==> config.mk <==
export PLATFORM = sky130hd
export DESIGN_NAME = fetch_unit_flat
export DESIGN_NICKNAME = d
export VERILOG_FILES = /design/src/rtl/fetch_unit_pkg.sv /design/src/rtl/fetch_unit_if.sv /design/src/rtl/fetch_queue.sv /design/src/rtl/fetch_unit.sv /design/src/flat_wrapper.sv
export SDC_FILE = /design/constraint.sdc
export NUM_CORES = 1
export LEC_CHECK = 0
export ABC_CLOCK_PERIOD_IN_PS = 7600
export CAP_MARGIN = 20
export CORE_AREA = 2 2 182 184
export CTS_CLUSTER_SIZE = 10
export DETAILED_ROUTE_END_ITERATION = 10
export DIE_AREA = 0 0 184 186
export PLACE_DENSITY = 0.65
export SLEW_MARGIN = 10
export SYNTH_ARGS = -nofsm -noshare
export SYNTH_HDL_FRONTEND = slang
export SYNTH_SLANG_ARGS = --single-unit
==> constraint.sdc <==
create_clock -name clk -period 7.6 [get_ports clk]
set_input_delay 1.52 -clock clk [delete_from_list [all_inputs] [get_ports clk]]
set_output_delay 1.52 -clock clk [all_outputs]
set_load 0.01 [all_outputs]
==> src/rtl/fetch_unit_pkg.sv <==
// -----------------------------------------------------------------------------
// fetch_unit_pkg
// Shared definitions for the instruction-fetch stage: datapath width default,
// next-PC select encodings, reset/trap vector defaults and a helper that sizes
// the occupancy counters.
// No ports (package).
// -----------------------------------------------------------------------------
package fetch_unit_pkg;

    localparam int          DEFAULT_XLEN     = 32;
    localparam logic [31:0] DEFAULT_RESET_PC = 32'h0000_0000;
    localparam logic [31:0] DEFAULT_TRAP_VEC = 32'h0000_0100;
    localparam int          DEFAULT_IQ_DEPTH = 4;

    // Next-PC source; any non-sequential value is a redirect.
    typedef enum logic [1:0] {
        PC_SEQ    = 2'b00,
        PC_JUMP   = 2'b01,
        PC_BRANCH = 2'b10,
        PC_TRAP   = 2'b11
    } pc_sel_e;

    // Counter width able to hold 0..depth inclusive.
    function automatic int ctr_width(input int depth);
        return $clog2(depth) + 1;
    endfunction

endpackage

==> src/rtl/fetch_unit_if.sv <==
// -----------------------------------------------------------------------------
// fetch_unit_if
// Bundles the instruction-memory request/response channel and the
// fetch-to-decode channel of the fetch stage.
//   master : the fetch unit (drives imem request, decode-side instruction)
//   slave  : the environment (memory + decode)
// Signals:
//   imem_req_valid / imem_req_ready / imem_addr   request channel
//   imem_resp_valid / imem_resp_data              in-order response, no stall
//   if_valid / if_ready / if_instr / if_pc        instruction to decode
// -----------------------------------------------------------------------------
interface fetch_unit_if #(
    parameter int XLEN = fetch_unit_pkg::DEFAULT_XLEN
);
    logic            imem_req_valid;
    logic            imem_req_ready;
    logic [XLEN-1:0] imem_addr;
    logic            imem_resp_valid;
    logic [XLEN-1:0] imem_resp_data;
    logic            if_valid;
    logic            if_ready;
    logic [XLEN-1:0] if_instr;
    logic [XLEN-1:0] if_pc;

    modport master (
        output imem_req_valid, imem_addr,
        input  imem_req_ready, imem_resp_valid, imem_resp_data,
        output if_valid, if_instr, if_pc,
        input  if_ready
    );

    modport slave (
        input  imem_req_valid, imem_addr,
        output imem_req_ready, imem_resp_valid, imem_resp_data,
        input  if_valid, if_instr, if_pc,
        output if_ready
    );
endinterface

==> src/rtl/fetch_queue.sv <==
// -----------------------------------------------------------------------------
// fetch_queue
// DEPTH-entry in-order instruction queue. An entry is reserved (tagged with its
// PC) when a request issues, filled when its response returns, and popped by
// decode once full. Three pointers: reserve (tail), fill, head.
// Ports:
//   clk, reset      clock, synchronous active-high reset
//   i_flush         invalidate every entry, reserved or full
//   i_reserve/i_res_pc      allocate tail entry with PC tag
//   i_fill/i_fill_data      write oldest unfilled reserved entry
//   i_deq           pop head (ignored unless head is full)
//   o_no_slot       all DEPTH entries reserved
//   o_head_valid/o_head_pc/o_head_instr   head entry to decode
// -----------------------------------------------------------------------------
module fetch_queue
    import fetch_unit_pkg::*;
#(
    parameter int XLEN  = DEFAULT_XLEN,
    parameter int DEPTH = DEFAULT_IQ_DEPTH
) (
    input  logic            clk,
    input  logic            reset,
    input  logic            i_flush,
    input  logic            i_reserve,
    input  logic [XLEN-1:0] i_res_pc,
    input  logic            i_fill,
    input  logic [XLEN-1:0] i_fill_data,
    input  logic            i_deq,
    output logic            o_no_slot,
    output logic            o_head_valid,
    output logic [XLEN-1:0] o_head_pc,
    output logic [XLEN-1:0] o_head_instr
);
    localparam int PW = $clog2(DEPTH);
    localparam int CW = ctr_width(DEPTH);

    logic [XLEN-1:0] r_pc_mem    [DEPTH];
    logic [XLEN-1:0] r_instr_mem [DEPTH];
    logic            r_full      [DEPTH];
    logic [PW-1:0]   r_res_ptr;
    logic [PW-1:0]   r_fill_ptr;
    logic [PW-1:0]   r_head_ptr;
    logic [CW-1:0]   r_count;      // reserved entries, filled or not

    logic w_do_reserve;
    logic w_do_fill;
    logic w_do_deq;

    // A flush drops everything, so reserve/fill that cycle must not land.
    // A dequeue in the flush cycle still counts as accepted by decode.
    assign w_do_reserve = i_reserve & ~i_flush;
    assign w_do_fill    = i_fill & ~i_flush;
    assign w_do_deq     = i_deq & o_head_valid;

    assign o_no_slot    = (r_count == CW'(DEPTH));
    assign o_head_valid = r_full[r_head_ptr];
    assign o_head_pc    = r_pc_mem[r_head_ptr];
    assign o_head_instr = r_instr_mem[r_head_ptr];

    // Payload storage carries no reset; the full flags gate its use.
    always_ff @(posedge clk) begin
        if (w_do_reserve) begin
            r_pc_mem[r_res_ptr] <= i_res_pc;
        end
        if (w_do_fill) begin
            r_instr_mem[r_fill_ptr] <= i_fill_data;
        end
    end

    // Per-entry full flag. Fill only ever targets a reserved, unfilled entry,
    // and dequeue only a full one, so the two never collide on one slot.
    generate
        for (genvar gi = 0; gi < DEPTH; gi++) begin : g_full
            always_ff @(posedge clk) begin
                if (reset || i_flush) begin
                    r_full[gi] <= 1'b0;
                end else if (w_do_fill && (r_fill_ptr == PW'(gi))) begin
                    r_full[gi] <= 1'b1;
                end else if ((w_do_deq && (r_head_ptr == PW'(gi))) ||
                             (w_do_reserve && (r_res_ptr == PW'(gi)))) begin
                    r_full[gi] <= 1'b0;
                end
            end
        end
    endgenerate

    // Pointers wrap naturally because DEPTH is a power of two.
    always_ff @(posedge clk) begin
        if (reset || i_flush) begin
            r_res_ptr  <= '0;
            r_fill_ptr <= '0;
            r_head_ptr <= '0;
            r_count    <= '0;
        end else begin
            if (w_do_reserve) r_res_ptr  <= r_res_ptr + PW'(1);
            if (w_do_fill)    r_fill_ptr <= r_fill_ptr + PW'(1);
            if (w_do_deq)     r_head_ptr <= r_head_ptr + PW'(1);
            r_count <= r_count + CW'(w_do_reserve) - CW'(w_do_deq);
        end
    end

endmodule

==> src/rtl/fetch_unit.sv <==
// -----------------------------------------------------------------------------
// fetch_unit
// Instruction-fetch stage: PC register, next-PC mux (sequential / jump /
// branch / trap), in-order request issue, in-flight and drop counters, and an
// IQ_DEPTH-entry queue pairing each returned instruction with its PC.
// Responses belonging to requests issued before a redirect are discarded.
// Ports:
//   clk, reset        clock, synchronous active-high reset
//   pc_sel            00 seq, 01 jump, 10 branch, 11 trap (nonzero = redirect)
//   jump_target       target for pc_sel = 01
//   branch_target     target for pc_sel = 10
//   fbus              fetch_unit_if.master: imem request/response + decode
// -----------------------------------------------------------------------------
module fetch_unit
    import fetch_unit_pkg::*;
#(
    parameter int              XLEN     = DEFAULT_XLEN,
    parameter logic [XLEN-1:0] RESET_PC = DEFAULT_RESET_PC,
    parameter logic [XLEN-1:0] TRAP_VEC = DEFAULT_TRAP_VEC,
    parameter int              IQ_DEPTH = DEFAULT_IQ_DEPTH
) (
    input  logic              clk,
    input  logic              reset,
    input  logic [1:0]        pc_sel,
    input  logic [XLEN-1:0]   jump_target,
    input  logic [XLEN-1:0]   branch_target,
    fetch_unit_if.master      fbus
);
    localparam int CW = ctr_width(IQ_DEPTH);

    logic [XLEN-1:0] r_pc;
    logic [CW-1:0]   r_inflight;
    logic [CW-1:0]   r_drop_cnt;

    logic [XLEN-1:0] w_pc_next;
    logic [CW-1:0]   w_inflight_next;
    logic            w_redirect;
    logic            w_no_slot;
    logic            w_req_valid;
    logic            w_fire;
    logic            w_resp_fill;
    logic            w_head_valid;
    logic [XLEN-1:0] w_head_pc;
    logic [XLEN-1:0] w_head_instr;

    assign w_redirect  = (pc_sel != PC_SEQ);
    assign w_req_valid = ~w_redirect & ~w_no_slot & (r_inflight < CW'(IQ_DEPTH));
    assign w_fire      = w_req_valid & fbus.imem_req_ready;

    // Only responses for post-redirect requests may fill the queue; anything
    // arriving during a redirect is stale by definition.
    assign w_resp_fill = fbus.imem_resp_valid & ~w_redirect & (r_drop_cnt == '0);

    // Every response retires one in-flight request, dropped or not.
    assign w_inflight_next = r_inflight + CW'(w_fire) - CW'(fbus.imem_resp_valid);

    always_comb begin
        w_pc_next = r_pc;
        case (pc_sel_e'(pc_sel))
            PC_JUMP:   w_pc_next = jump_target;
            PC_BRANCH: w_pc_next = branch_target;
            PC_TRAP:   w_pc_next = TRAP_VEC;
            default: begin
                if (w_fire) begin
                    w_pc_next = r_pc + XLEN'(4);
                end
            end
        endcase
    end

    always_ff @(posedge clk) begin
        if (reset) begin
            r_pc       <= RESET_PC;
            r_inflight <= '0;
            r_drop_cnt <= '0;
        end else begin
            r_pc       <= w_pc_next;
            r_inflight <= w_inflight_next;
            if (w_redirect) begin
                // Everything still outstanding after this cycle is stale,
                // including requests already marked for dropping.
                r_drop_cnt <= r_inflight - CW'(fbus.imem_resp_valid);
            end else if (fbus.imem_resp_valid && (r_drop_cnt != '0)) begin
                r_drop_cnt <= r_drop_cnt - CW'(1);
            end
        end
    end

    fetch_queue #(
        .XLEN  (XLEN),
        .DEPTH (IQ_DEPTH)
    ) u_queue (
        .clk          (clk),
        .reset        (reset),
        .i_flush      (w_redirect),
        .i_reserve    (w_fire),
        .i_res_pc     (r_pc),
        .i_fill       (w_resp_fill),
        .i_fill_data  (fbus.imem_resp_data),
        .i_deq        (fbus.if_ready),
        .o_no_slot    (w_no_slot),
        .o_head_valid (w_head_valid),
        .o_head_pc    (w_head_pc),
        .o_head_instr (w_head_instr)
    );

    assign fbus.imem_req_valid = w_req_valid;
    assign fbus.imem_addr      = r_pc;
    assign fbus.if_valid       = w_head_valid;
    assign fbus.if_pc          = w_head_pc;
    assign fbus.if_instr       = w_head_instr;

endmodule

==> src/flat_wrapper.sv <==
// flat-port wrapper written by rule: the top's interface ports become plain ports
module fetch_unit_flat import fetch_unit_pkg::*;
#(
    parameter int              XLEN     = DEFAULT_XLEN,
    parameter logic [XLEN-1:0] RESET_PC = DEFAULT_RESET_PC,
    parameter logic [XLEN-1:0] TRAP_VEC = DEFAULT_TRAP_VEC,
    parameter int              IQ_DEPTH = DEFAULT_IQ_DEPTH
)
  (clk, reset, pc_sel, jump_target, branch_target, fbus_imem_req_valid, fbus_imem_addr, fbus_imem_req_ready, fbus_imem_resp_valid, fbus_imem_resp_data, fbus_if_valid, fbus_if_instr, fbus_if_pc, fbus_if_ready);
  fetch_unit_if #(.XLEN(XLEN)) fbus_i ();
  input  logic clk;
  input  logic reset;
  input  logic [1:0] pc_sel;
  input  logic [XLEN-1:0] jump_target;
  input  logic [XLEN-1:0] branch_target;
  output wire logic [$bits(fbus_i.imem_req_valid)-1:0] fbus_imem_req_valid;
  output wire logic [$bits(fbus_i.imem_addr)-1:0] fbus_imem_addr;
  input wire logic [$bits(fbus_i.imem_req_ready)-1:0] fbus_imem_req_ready;
  input wire logic [$bits(fbus_i.imem_resp_valid)-1:0] fbus_imem_resp_valid;
  input wire logic [$bits(fbus_i.imem_resp_data)-1:0] fbus_imem_resp_data;
  output wire logic [$bits(fbus_i.if_valid)-1:0] fbus_if_valid;
  output wire logic [$bits(fbus_i.if_instr)-1:0] fbus_if_instr;
  output wire logic [$bits(fbus_i.if_pc)-1:0] fbus_if_pc;
  input wire logic [$bits(fbus_i.if_ready)-1:0] fbus_if_ready;
  assign fbus_imem_req_valid = fbus_i.imem_req_valid;
  assign fbus_imem_addr = fbus_i.imem_addr;
  assign fbus_i.imem_req_ready = fbus_imem_req_ready;
  assign fbus_i.imem_resp_valid = fbus_imem_resp_valid;
  assign fbus_i.imem_resp_data = fbus_imem_resp_data;
  assign fbus_if_valid = fbus_i.if_valid;
  assign fbus_if_instr = fbus_i.if_instr;
  assign fbus_if_pc = fbus_i.if_pc;
  assign fbus_i.if_ready = fbus_if_ready;
  fetch_unit #(.XLEN(XLEN), .RESET_PC(RESET_PC), .TRAP_VEC(TRAP_VEC), .IQ_DEPTH(IQ_DEPTH)) u_core (.clk(clk), .reset(reset), .pc_sel(pc_sel), .jump_target(jump_target), .branch_target(branch_target), .fbus(fbus_i));
endmodule
* After elaboration in Yosys (flattened, before gate mapping)
Memory sizes are Yosys's and may differ from the RTL's. A register that Yosys moved wholly into a read port is not among the register bits.
Index checks and enable logic that the tools add are counted.
** Cells by class
- Multiplexer cells :: 52
- Bitwise gates (word level) :: 18
- Reduce and logical (&&, ||, !) cells :: 26
- Equal/unequal tests :: 13
- $add $sub $neg :: 10
- Order comparisons :: 1
** Operator list (number)
- $pmux W32 S3 :: 1
- $mux W1 :: 42
- $add A32 B3 Y32 const B :: 1
- $mux W32 :: 1
- $eq A2 B2 Y1 const B :: 8
- $logic_and A1 B1 Y1 :: 13
- $mux W2 :: 6
- $sub A3 B1 Y3 :: 3
- $and A1 B1 Y1 :: 8
- $eq A2 B1 Y1 const B :: 4
- $or A1 B1 Y1 :: 8
- $add A2 B1 Y2 const B :: 3
- $add A3 B1 Y3 :: 2
- $logic_not A2 Y1 :: 3
- $mux W3 :: 2
- $logic_or A1 B1 Y1 :: 5
- $reduce_bool A2 Y1 :: 2
- $reduce_bool A4 Y1 :: 1
- $eq A3 B3 Y1 const B :: 1
- $logic_not A3 Y1 :: 1
- $lt A3 B3 Y1 const B :: 1
- $reduce_bool A3 Y1 :: 1
- $sub A3 B1 Y3 const B :: 1
- $not A1 Y1 :: 2
** Storage, ports and cells
- Memories kept :: 3
- RAM bits :: 260
- Flip-flop bits (word level) :: 47
- Output and inout port bits :: 98
- Word-level logic and storage cells :: 130
** Memory list
- u_core.u_queue.r_instr_mem :: depth 4, width 32, rd ports 1, clocked after memory_dff 1, wr ports 1, RTL line fetch_queue.sv:38 : logic [XLEN-1:0] r_instr_mem [DEPTH];
- u_core.u_queue.r_pc_mem :: depth 4, width 32, rd ports 1, clocked after memory_dff 1, wr ports 1, RTL line fetch_queue.sv:37 : logic [XLEN-1:0] r_pc_mem [DEPTH];
- u_core.u_queue.r_full :: depth 4, width 1, rd ports 1, clocked after memory_dff 1, wr ports 4, RTL line fetch_queue.sv:39 : logic r_full [DEPTH];

* Logic depth before layout (Yosys ltp)
- Depth in word-level cells :: 13
- Depth in mapped cells :: 14
- Depth with buffers taken out :: 12

* By module
A second synthesis with hierarchy kept.
** Unflattened totals
- Cell total of the unflattened synthesis :: 784
- Area, all modules :: 12973.7 µm²
** Modules (own cells, without submodules)
- fetch_queue :: area an instance 10204.8 µm², cells an instance 434, instances 1, sequential area each 8027.7 µm²
- fetch_unit :: area an instance 2768.9 µm², cells an instance 350, instances 1, sequential area each 760.7 µm²

* Least setup slack after synthesis
Ideal clock, no wire load.
- Path type :: input port to flip-flop
- From :: input pc_sel[0]
- To :: register u_core.u_queue.r_count[2]
- Path slack :: 3711 ps
- Buffers on the path :: 2
- Arrival :: 3766 ps
- Library setup time :: 122 ps
- Stages on the path :: 14
- Cells stage by stage :: inv_1 ha_1 and3b_1 clkbuf_1 and2_1 clkbuf_1 inv_1 ha_1 inv_1 ha_1 fa_1 xnor2_1 xnor2_1 nor2_1
** Between the ends
- Word-level cells in the longest chain between the ends :: 8
** Ends and longest elaborated chain
- from (decl) :: RTL line flat_wrapper.sv:13 : input logic [1:0] pc_sel;
- $reduce_bool A2 Y1 (*) :: RTL line fetch_unit.sv:46 : assign w_redirect = (pc_sel != PC_SEQ);
- $not A1 Y1 :: RTL line fetch_queue.sv:51, fetch_unit.sv:47
- $and A1 B1 Y1 (2 in series) :: RTL line fetch_unit.sv:47 : assign w_req_valid = ~w_redirect & ~w_no_slot & (r_inflight < CW'(IQ_DEPTH));
- $and A1 B1 Y1 :: RTL line fetch_unit.sv:48 : assign w_fire = w_req_valid & fbus.imem_req_ready;
- $and A1 B1 Y1 :: RTL line fetch_queue.sv:51 : assign w_do_reserve = i_reserve & ~i_flush;
- $add A3 B1 Y3 :: RTL line fetch_queue.sv:98 : r_count <= r_count + CW'(w_do_reserve) - CW'(w_do_deq);
- $sub A3 B1 Y3 :: RTL line fetch_queue.sv:98
- to (signal assigned) :: RTL line fetch_queue.sv:98
- to (decl) :: RTL line fetch_queue.sv:43 : logic [CW-1:0] r_count;
Mark *: on every way between the ends. The rest lies on a longest branch, timed or not.
A chain may end at the register's enable or synchronous reset.

* Worst setup path after layout
- From :: input pc_sel[0]
- To :: output fbus_imem_req_valid
** Between the ends
- Word-level cells in the longest chain between the ends :: 4
** Ends and longest elaborated chain
- $reduce_bool A2 Y1 :: RTL line fetch_unit.sv:46
- $not A1 Y1 :: RTL line fetch_unit.sv:47
- $and A1 B1 Y1 (2 in series) :: RTL line fetch_unit.sv:47
- to (decl) :: RTL line flat_wrapper.sv:16 : output wire logic [$bits(fbus_i.imem_req_valid)-1:0] fbus_imem_req_valid;
No other way between the ends.

==> out/results.txt <==
initial antenna violation count = 0
worst ir drop on vdd = 0.128 mV
Unique masters post-synth = 60
boundary pin count = 201
Rel. slew slack = 0.304
RSZ-0062 raised after global routing = false
critical path peak fanout = 14
clock sinks = 309
fmax = 206 MHz
post_cts resized = 0
Die Span Y = 186 um
Max Buffers Root-to-Sink = 3
Critical Path Source Type = input port
hold-fix buffer count after cts = 0
most frequent cells in the layout = 260 x edfxtp_1, 200 x clkdlybuf4s50_1, 65 x mux4_2
commonest non-fill, non-tap cell in the layout = edfxtp_1
Post-DP HPWL = 17.9 mm
crit-path max cell delay = 0.53 ns
cell family with most CP delay = buffers and inverters
Final WS setup = 2.76 ns
internal power = 0.00306 W
ys async rst share = 0
num rows = 66
top_reg_cell synth = edfxtp_1
H-tree depth = 2
ANT nets after route = 0
vias in the first global route = 7513
worst path required time = 6.08 ns
DP Worst Slack = 2.77 ns
final hold vios = 0
total grt overflow = 0
Core ar. = 0.0322 sq mm
run status = complete, no violations
IO Port Bufs = 200
Root Buffer = clkbuf_16
area delta synth->final = 27.8%
Vias = 7592
clk_lat worst skew = 0.51 ns
class of the worst hold path = reg2reg
nets@finish = 1109
critical path buffer and inverter count = 3
cell area after synthesis = 0.0128 sq mm
Worst-Margin Slew = 1.04 ns
Static Leak = 5.36 nW
final worst path period share = 0.637
setup violators final = 0
Final Core Density = 0.508
Worst-path clk slew = 0.05 ns
CTS Buf Count = 37
power share of the combinational group = 0.087
CP max stage cell = clkdlybuf4s50_1
Post-synth EDFFs = 260
total wire length = 28.6 mm
fillers = 2697
Period minus WS final = 4.84 ns
Max-Cap Viols = 0
endpoint type of the worst setup path = output port
Crit path top cell by count = clkdlybuf4s50_1
Avg Vias per Cell = 5.39
final-report max-slew violation count = 0
worst path arrival time = 3.32 ns
postcts setup bufs = 0
Final Non-Filler Cells = 1408
die area = 0.0342 sq mm
synthesized area per cell = 16.6 sq um
placed cells = 1345
skew final = 0.0178 ns
Die X = 184 um
pwr/cell area = 238 mW/mm^2
synth warn = 0
clock share of power = 0.417
first-pass GRT wire length = 43.5 mm
Sequential Power Share = 0.496
Antenna Cells = 0
share of cells above drive strength 1 = 0.134
initial detailed-routing violation count = 635
global-route usage over all layers = 0.167
crit-path cells = clkdlybuf4s50_1 > inv_1 > ha_1 > and3b_1 > clkdlybuf4s50_1
sum of negative setup slack = 0 ns
worst setup path category = in2out
Initial DRT Pass Iterations = 5
Net Count, Synth = 904
number of remaining DRC errors = 0
Total Power = 0.00390 W
register area share after synthesis = 0.687
#FFs+latches synth = 309
Switching Fraction = 0.215
Routability Congestion = 0.780
switching pwr = 0.000836 W
initial core utilization = 0.397
Synth Instances = 773
Avg WL per Cell = 20.3 um
largest net degree at the start of global routing = 66
CTS tree = built
==> layer usage <==
layer / global-route usage / wire [um] / vias up
met1: 0.226 / 12200 / 3787
met4: 0.0538 / 730 / 0
met5: 0 / 0 / -
met2: 0.272 / 13800 / 252
li1: - / - / 3511
met3: 0.0342 / 1800 / 42
==> power by group through the flow <==
stage	clock network (W)	logic [W]	registers, W
after global placement	0	0.000330	0.00197
after global routing	0.00173	0.000371	0.00194
after floorplan	0	0.000164	0.00196
after detailed placement	0	0.000337	0.00197
final	0.00162	0.000337	0.00193
after CTS	0.00166	0.000340	0.00193
==> cell usage after synthesis (9+ instances only) <==
master,n,area (sq um)
ha_1,26,325
edfxtp_1,260,7810
dfxtp_1,49,981
nand3_1,13,65.1
clkbuf_1,32,120
a211oi_1,9,67.6
nor3_1,13,65.1
nand2_1,42,158
mux4_2,65,1460
a22oi_1,16,120
inv_1,25,93.8
a22o_1,9,78.8
nor2_1,44,165
a221oi_1,11,96.3
buf_2,9,45.0
a21oi_1,28,140
mux2i_1,12,120
==> state kept, by name, indices dropped and copies added (netlist names), named ones only <==
signal                      flops
u_core.u_queue.r_fill_ptr       2
u_core.r_inflight               3
u_core.fbus.imem_addr          32
u_core.u_queue.r_count          3
u_core.u_queue.r_full           4
u_core.u_queue.r_head_ptr       2
u_core.u_queue.r_instr_mem    128
u_core.u_queue.r_res_ptr        2
u_core.u_queue.r_pc_mem       128
u_core.r_drop_cnt               3
==> cell type report <==
cell class / count / area [sq um] / share of cell area
Timing Repair Buffer: 212 / 2130 / 0.130
Sequential cell: 309 / 8800 / 0.538
Multi-Input combinational cell: 392 / 3720 / 0.227
Clock inverter: 2 / 38.8 / 0.00237
Inverter: 26 / 97.6 / 0.00597
Tap cell: 408 / 510 / 0.0312
Clock buffer: 59 / 1070 / 0.0655
==> cells by family after synthesis <==
group	Yosys count	synth area share
fa+ha+maj	28	0.0285
buf+inv	72	0.0232
simple gates	160	0.0614
mux	77	0.124
xor+xnor	9	0.00616
flops	309	0.687
compound gates	118	0.0702
==> worst register-to-register path: stages, from the launching register on <==
cell     delay [ns]
dfxtp_4        1.03
mux4_2         0.44
and2_1         0.29
ha_1           0.33
inv_1          0.04
ha_1           0.18
fa_1           0.37
xnor2_1        0.19
xnor2_1        0.13
nor2_1         0.05
==> worst paths after layout <==
path	startpoint	to	slack, ns	depth (start not counted)
setup / recovery	pc_sel[0]	fbus_imem_req_valid	2.76	5
hold / removal	u_core.u_queue.r_count[1]$_SDFF_PP0_	u_core.u_queue.r_count[2]$_SDFF_PP0_	0.55	2
setup reg to reg	flip-flop	u_core.u_queue.r_count[2]$_SDFF_PP0_	4.42	9
hold reg to reg	u_core.u_queue.r_count[1]$_SDFF_PP0_	u_core.u_queue.r_count[2]$_SDFF_PP0_	0.55	2
==> metrics by stage <==
stage | hold slack [ns] | cell area (sq um)
CTS | 0.550 | 16300
floorplan | 0.498 | 12800
detailed placement | 0.535 | 15200
global placement | 0.523 | 15200
finish | 0.551 | 16400
global route | 0.577 | 16400
Note: power is estimated with default switching activity, not from simulation.
==> RTL edit 1, RTL diff (same settings) <==
The package constant `DEFAULT_XLEN` goes from 32 to 40.
--- a/src/rtl/fetch_unit_pkg.sv
+++ b/src/rtl/fetch_unit_pkg.sv
@@ -7,7 +7,7 @@
 // -----------------------------------------------------------------------------
 package fetch_unit_pkg;
 
-    localparam int          DEFAULT_XLEN     = 32;
+    localparam int          DEFAULT_XLEN     = 40;
     localparam logic [31:0] DEFAULT_RESET_PC = 32'h0000_0000;
     localparam logic [31:0] DEFAULT_TRAP_VEC = 32'h0000_0100;
     localparam int          DEFAULT_IQ_DEPTH = 4;
Interface: changed (6 resized); port bits go from 201 to 249. No check against the original RTL was run, so the function may have changed too.
==> RTL edit 1 against the unedited design <==
Routed wire length up 27%; cell area up 22%; synthesized area up 24%; setup slack worse by 0.10 ns; fmax down 2.0%; sequential cell count up 72; largest power group unchanged; cell count up 18%; register-to-register slack worse by 0.34 ns; total power up 20%.
==> RTL edit 1: results (changes against the unedited design) <==
outcome: "complete, no violations"  # unchanged
skew_ns: 0.0222  # was 0.0178 ns
combPwrFrac_pct: 8.5  # was 8.7%
p_switching_mw: 1.04  # was 836 µW
multi_input_area_share_pct: 23.0  # was 22.7%
nets: 1379  # was 1109
synth_compound_area_share_pct: 6.31  # was 7.02%
inv_count: 34  # was 26
seq_area_frac_synth_pct: 68.7  # about the same
slew_headroom_pct: 40.1  # was 30.4%
num-multi-input-gates: 497  # was 392
drive_gt1_share_pct: 13.6  # was 13.4%
met2_usage_pct: 33.9  # was 27.2%
synthXorXnorAreaFrac_pct: 0.498  # was 0.616%
rrSetupSlack_ns: 4.08  # was 4.42 ns
root_buffer: "clkbuf_16"  # unchanged
min_path_type: "register to register"  # unchanged
synth_area_leaders: "edfxtp_1 (62%), mux4_2 (12%), dfxtp_1 (7.2%), ha_1 (2.1%), nor2_1 (1.6%)"  # was edfxtp_1 (61%), mux4_2 (11%), dfxtp_1 (7.7%), ha_1 (2.5%), nor2_1 (1.3%)
leakage_nw: 6.43  # was 5.36 nW
cp-startpoint: "pc_sel[0]"  # unchanged
p_sw_share_pct: 22.2  # was 21.5%
wire_per_inst_um: 21.8  # was 20.3 µm
reg2reg_depth: 11  # was 9
synth.top_cells.by_count: "edfxtp_1 (324), mux4_2 (81), nor2_1 (66), dfxtp_1 (57), nand2_1 (46)"  # was edfxtp_1 (260), mux4_2 (65), dfxtp_1 (49), nor2_1 (44), nand2_1 (42)
grt_pass1_wl_um: 54700  # was 43500 µm
grt_max_degree: 48  # was 66
portBuffers: 248  # was 200
dp_hpwl_um: 23300  # was 17900 µm
cts_sinks: 381  # was 309
buf_share_pct: 13.0  # about the same
synth_cell_types: 62  # was 60
p_clk_share_pct: 40.4  # was 41.7%
cp_slowest_stage_delay_ns: 0.57  # was 0.53 ns
cts-buffers-inserted: 44  # was 37
synthMuxAreaShare_pct: 12.8  # was 12.4%
synth_edf_count: 324  # was 260
place.gp.congestion: 0.807  # was 0.780
clock_buffers: 78  # was 59
drt-initial-drc-count: 914  # was 635
num_vias: 9591  # was 7592
clock_area_share_pct: 6.44  # was 6.78%
grt_use_total_pct: 21.1  # was 16.7%
grt_pass1_vias: 9444  # was 7513
critPathTopFamily: "buffers and inverters"  # unchanged
arrival_ns: 3.42  # was 3.32 ns
finalHoldViolCount: 0  # unchanged
synth_fa_ha_area_share_pct: 2.31  # was 2.85%
seq_share_pct: 54.3  # was 53.8%
nFillCells: 2362  # was 2697
synth_fp_nets: 1126  # was 904
grt_use_met1_pct: 29.5  # was 22.6%
buffers: 266  # was 212
insertion_delay_ns: 0.54  # was 0.51 ns
use_met3_pct: 4.95  # was 3.42%
ir_drop_mv: 0.149  # was 0.128 mV
==> RTL edit 1: how the worst min path moves through the flow <==
stage	slack [ns]	depth (start not counted)	from	endpoint
2_1_floorplan	0.48	2	u_core.u_queue.r_count[2]$_SDFF_PP0_	u_core.u_queue.r_count[2]$_SDFF_PP0_
3_3_place_gp	0.51	2	u_core.u_queue.r_count[2]$_SDFF_PP0_	u_core.u_queue.r_count[2]$_SDFF_PP0_
3_5_place_dp	0.53	0	u_core.fbus.imem_addr[0]$_SDFFE_PP0P_	u_core.u_queue.r_pc_mem[1][0]$_DFFE_PN_
4_1_cts	0.54	0	u_core.fbus.imem_addr[0]$_SDFFE_PP0P_	u_core.u_queue.r_pc_mem[1][0]$_DFFE_PN_
5_1_grt	0.55	0	u_core.fbus.imem_addr[0]$_SDFFE_PP0P_	u_core.u_queue.r_pc_mem[1][0]$_DFFE_PN_
6_report	0.54	2	u_core.u_queue.r_count[2]$_SDFF_PP0_	u_core.u_queue.r_count[2]$_SDFF_PP0_
==> RTL edit 1: per-layer routing <==
| metal | share of wire, % | vias to the layer above |
|---|---|---|
| met5 | 0 | - |
| met4 | 1.8 | 0 |
| met3 | 7.8 | 64 |
| met2 | 47 | 373 |
| met1 | 44 | 4770 |
| li1 | - | 4384 |
==> RTL edit 1: stage by stage <==
| stage | hold slack (ns) | setup WS [ns] | cell area (µm²) | instances | utilization [%] |
|---|---|---|---|---|---|
| CTS | 0.537 | 2.64 | 20000 | 1668 | 62.2 |
| detailed placement | 0.527 | 2.66 | 18700 | 1586 | 58.2 |
| floorplan | 0.477 | 3.63 | 15800 | 971 | - |
| global route | 0.551 | 2.49 | 20000 | 1668 | 62.2 |
| global placement | 0.506 | 2.71 | 18700 | 1586 | 58.2 |
| finish | 0.535 | 2.66 | 20000 | 1668 | 62.2 |
==> RTL edit 2, RTL diff (same flow settings) <==
Without the edit above. Register the input `jump_target` before use, without a reset. The logic sees it one clock later. The other inputs are not delayed to match.
--- a/src/rtl/fetch_unit.sv
+++ b/src/rtl/fetch_unit.sv
@@ -28,6 +28,12 @@
 );
     localparam int CW = ctr_width(IQ_DEPTH);
 
+    logic [XLEN-1:0] jump_target_q;
+
+    always_ff @(posedge clk) begin
+        jump_target_q <= jump_target;
+    end
+
     logic [XLEN-1:0] r_pc;
     logic [CW-1:0]   r_inflight;
     logic [CW-1:0]   r_drop_cnt;
@@ -57,7 +63,7 @@
     always_comb begin
         w_pc_next = r_pc;
         case (pc_sel_e'(pc_sel))
-            PC_JUMP:   w_pc_next = jump_target;
+            PC_JUMP:   w_pc_next = jump_target_q;
             PC_BRANCH: w_pc_next = branch_target;
             PC_TRAP:   w_pc_next = TRAP_VEC;
             default: begin
Check against the original RTL: not equivalent (Yosys sat finds a counterexample within 4 cycles, from zero or initial values and one cycle with reset high).
==> RTL edit 2 against the unedited design <==
Synthesized area increased by 4.8%; count of clock-buffer cells in the layout increased by 12; largest power group unchanged; cell area increased by 4.0%; combinational power decreased by 4%; total power increased by 6.2%; fmax decreased by 12%; global-route usage increased by 1.2 points; routed wire length increased by 8.7%; register-to-register slack got worse by 0.04 ns; sequential share of layout area increased by 1.7 points; clock skew increased by 0.00069 ns; sequential cell count increased by 32; critical endpoint unchanged; setup slack got worse by 0.63 ns; utilization increased by 2.0 points.
==> RTL edit 2: results (changes against the unedited design) <==
outcome: "complete, no violations"  # unchanged
nFillCells: 2587  # was 2697
synth_compound_area_share_pct: 6.26  # was 7.02%
htree_levels: 2  # unchanged
synthMuxAreaShare_pct: 11.4  # was 12.4%
use_met3_pct: 3.48  # was 3.42%
synth_fp_nets: 918  # was 904
synth_area_leaders: "edfxtp_1 (58%), dfxtp_1 (12%), mux4_2 (11%), ha_1 (2.0%), nor2_1 (1.4%)"  # was edfxtp_1 (61%), mux4_2 (11%), dfxtp_1 (7.7%), ha_1 (2.5%), nor2_1 (1.3%)
dp_hpwl_um: 20000  # was 17900 µm
nets: 1132  # was 1109
antenna_found_initial: 2  # was 0
setup_ws_ns: 2.12  # was 2.76 ns
leakage_nw: 5.66  # was 5.36 nW
cts_setup_buffers: 0  # unchanged
grt_pass1_vias: 7638  # was 7513
synth_fa_ha_area_share_pct: 2.26  # was 2.85%
ir_drop_mv: 0.135  # was 0.128 mV
num_vias: 7768  # was 7592
placed_cell_area_mm2: 0.0158  # was 0.0152 mm²
skew_ns: 0.0185  # was 0.0178 ns
clk_pin_slew_worst_paths_ns: 0.05  # about the same
seq_area_frac_synth_pct: 70.3  # was 68.7%
grt_use_met1_pct: 24.1  # was 22.6%
slew_headroom_pct: 32.6  # was 30.4%
p_switching_uw: 904  # was 836 µW
portBuffers: 200  # unchanged
cts-buffers-inserted: 40  # was 37
first_pass_iters: 5  # unchanged
synth.top_cells.by_count: "edfxtp_1 (260), dfxtp_1 (81), mux4_2 (65), nor2_1 (51)"  # was edfxtp_1 (260), mux4_2 (65), dfxtp_1 (49), nor2_1 (44), nand2_1 (42)
cp_slowest_stage_delay_ns: 0.82  # was 0.53 ns
path_max_fanout: 19  # was 14
grt_pass1_wl_um: 45800  # was 43500 µm
rrSetupSlack_ns: 4.38  # was 4.42 ns
insertion_delay_ns: 0.53  # was 0.51 ns
met2_usage_pct: 29.5  # was 27.2%
max_freq_mhz: 183  # was 206 MHz
cts_buffer_depth: 3  # unchanged
grt_use_total_pct: 17.9  # was 16.7%
synth_edf_count: 260  # unchanged
drive_gt1_share_pct: 14.0  # was 13.4%
wire_per_inst_um: 21.4  # was 20.3 µm
arrival_ns: 3.96  # was 3.32 ns
place.gp.congestion: 0.786  # was 0.780
synth_cell_types: 69  # was 60
synthXorXnorAreaFrac_pct: 1.11  # was 0.616%
RTL edit 2: cell count changes in the layout (fill, tap and decap cells not counted), sizes merged, moves of 8 or more:
cell and delta:
a22oi -10, inv +8, nand4 +9, nor2 +8
clkbuf +12, nand2 -15, dfxtp +32
RTL edit 2: metal layers:
metal | routed length [µm] | vias up
li1 | - | 3588
met1 | 13000 | 3913
met2 | 15400 | 224
met3 | 1910 | 43
met4 | 768 | 0
met5 | 0 | -
RTL edit 2: cell type report:
| class | instances | area [µm²] | area share, % |
|---|---|---|---|
| diodes | 2 | 5.00 | 0.0294 |
| clock buffers | 71 | 1130 | 6.63 |
| clock inverters | 3 | 45.0 | 0.265 |
| inverters | 32 | 120 | 0.706 |
| multi-input cells | 381 | 3690 | 21.7 |
| flip-flops and latches | 341 | 9440 | 55.5 |
| well taps | 408 | 510 | 3.00 |
| repair buffers | 210 | 2080 | 12.2 |
RTL edit 2: kinds of logic after synthesis:
kind of cell,count (synthesis)
DFF,341
and+or+nand+nor,157
buffers and inverters,70
adders and majority gates,23
AOI/OAI and AO/OA,113
xor gates and xnor gates,17
muxes,71
RTL edit 2: worst max-delay path: cells and delay by family:
kind	cells	cell delay, ns
buf+inv	2	1.42
simple gates	2	1.01
RTL edit 2: final timing paths:
check	start	to	depth (start not counted)
worst max-delay path	pc_sel[1]	fbus_imem_req_valid	4
worst min-delay path	u_core.u_queue.r_res_ptr[1]$_SDFFE_PP0P_	u_core.u_queue.r_res_ptr[1]$_SDFFE_PP0P_	2
worst max register to register	register	u_core.u_queue.r_count[2]$_SDFF_PP0_	10
worst min register to register	u_core.u_queue.r_res_ptr[1]$_SDFFE_PP0P_	u_core.u_queue.r_res_ptr[1]$_SDFFE_PP0P_	2
RTL edit 2: power by group through the flow:
stage                     clock network [mW]  logic [mW]  registers [mW]
final                                   1.71       0.324            2.11
after detailed placement                   0       0.324            2.14
after global placement                     0       0.319            2.14
after global routing                    1.83       0.350            2.11
after floorplan                            0       0.158            2.13
after CTS                               1.75       0.326            2.10
RTL edit 2: metrics by stage:
stage | hold WS [ns] | instances | total power, mW
global placement | 0.501 | 1372 | 2.46
finish | 0.503 | 1448 | 4.14
global route | 0.557 | 1447 | 4.29
CTS | 0.503 | 1446 | 4.18
floorplan | 0.457 | 792 | 2.29
detailed placement | 0.496 | 1372 | 2.47
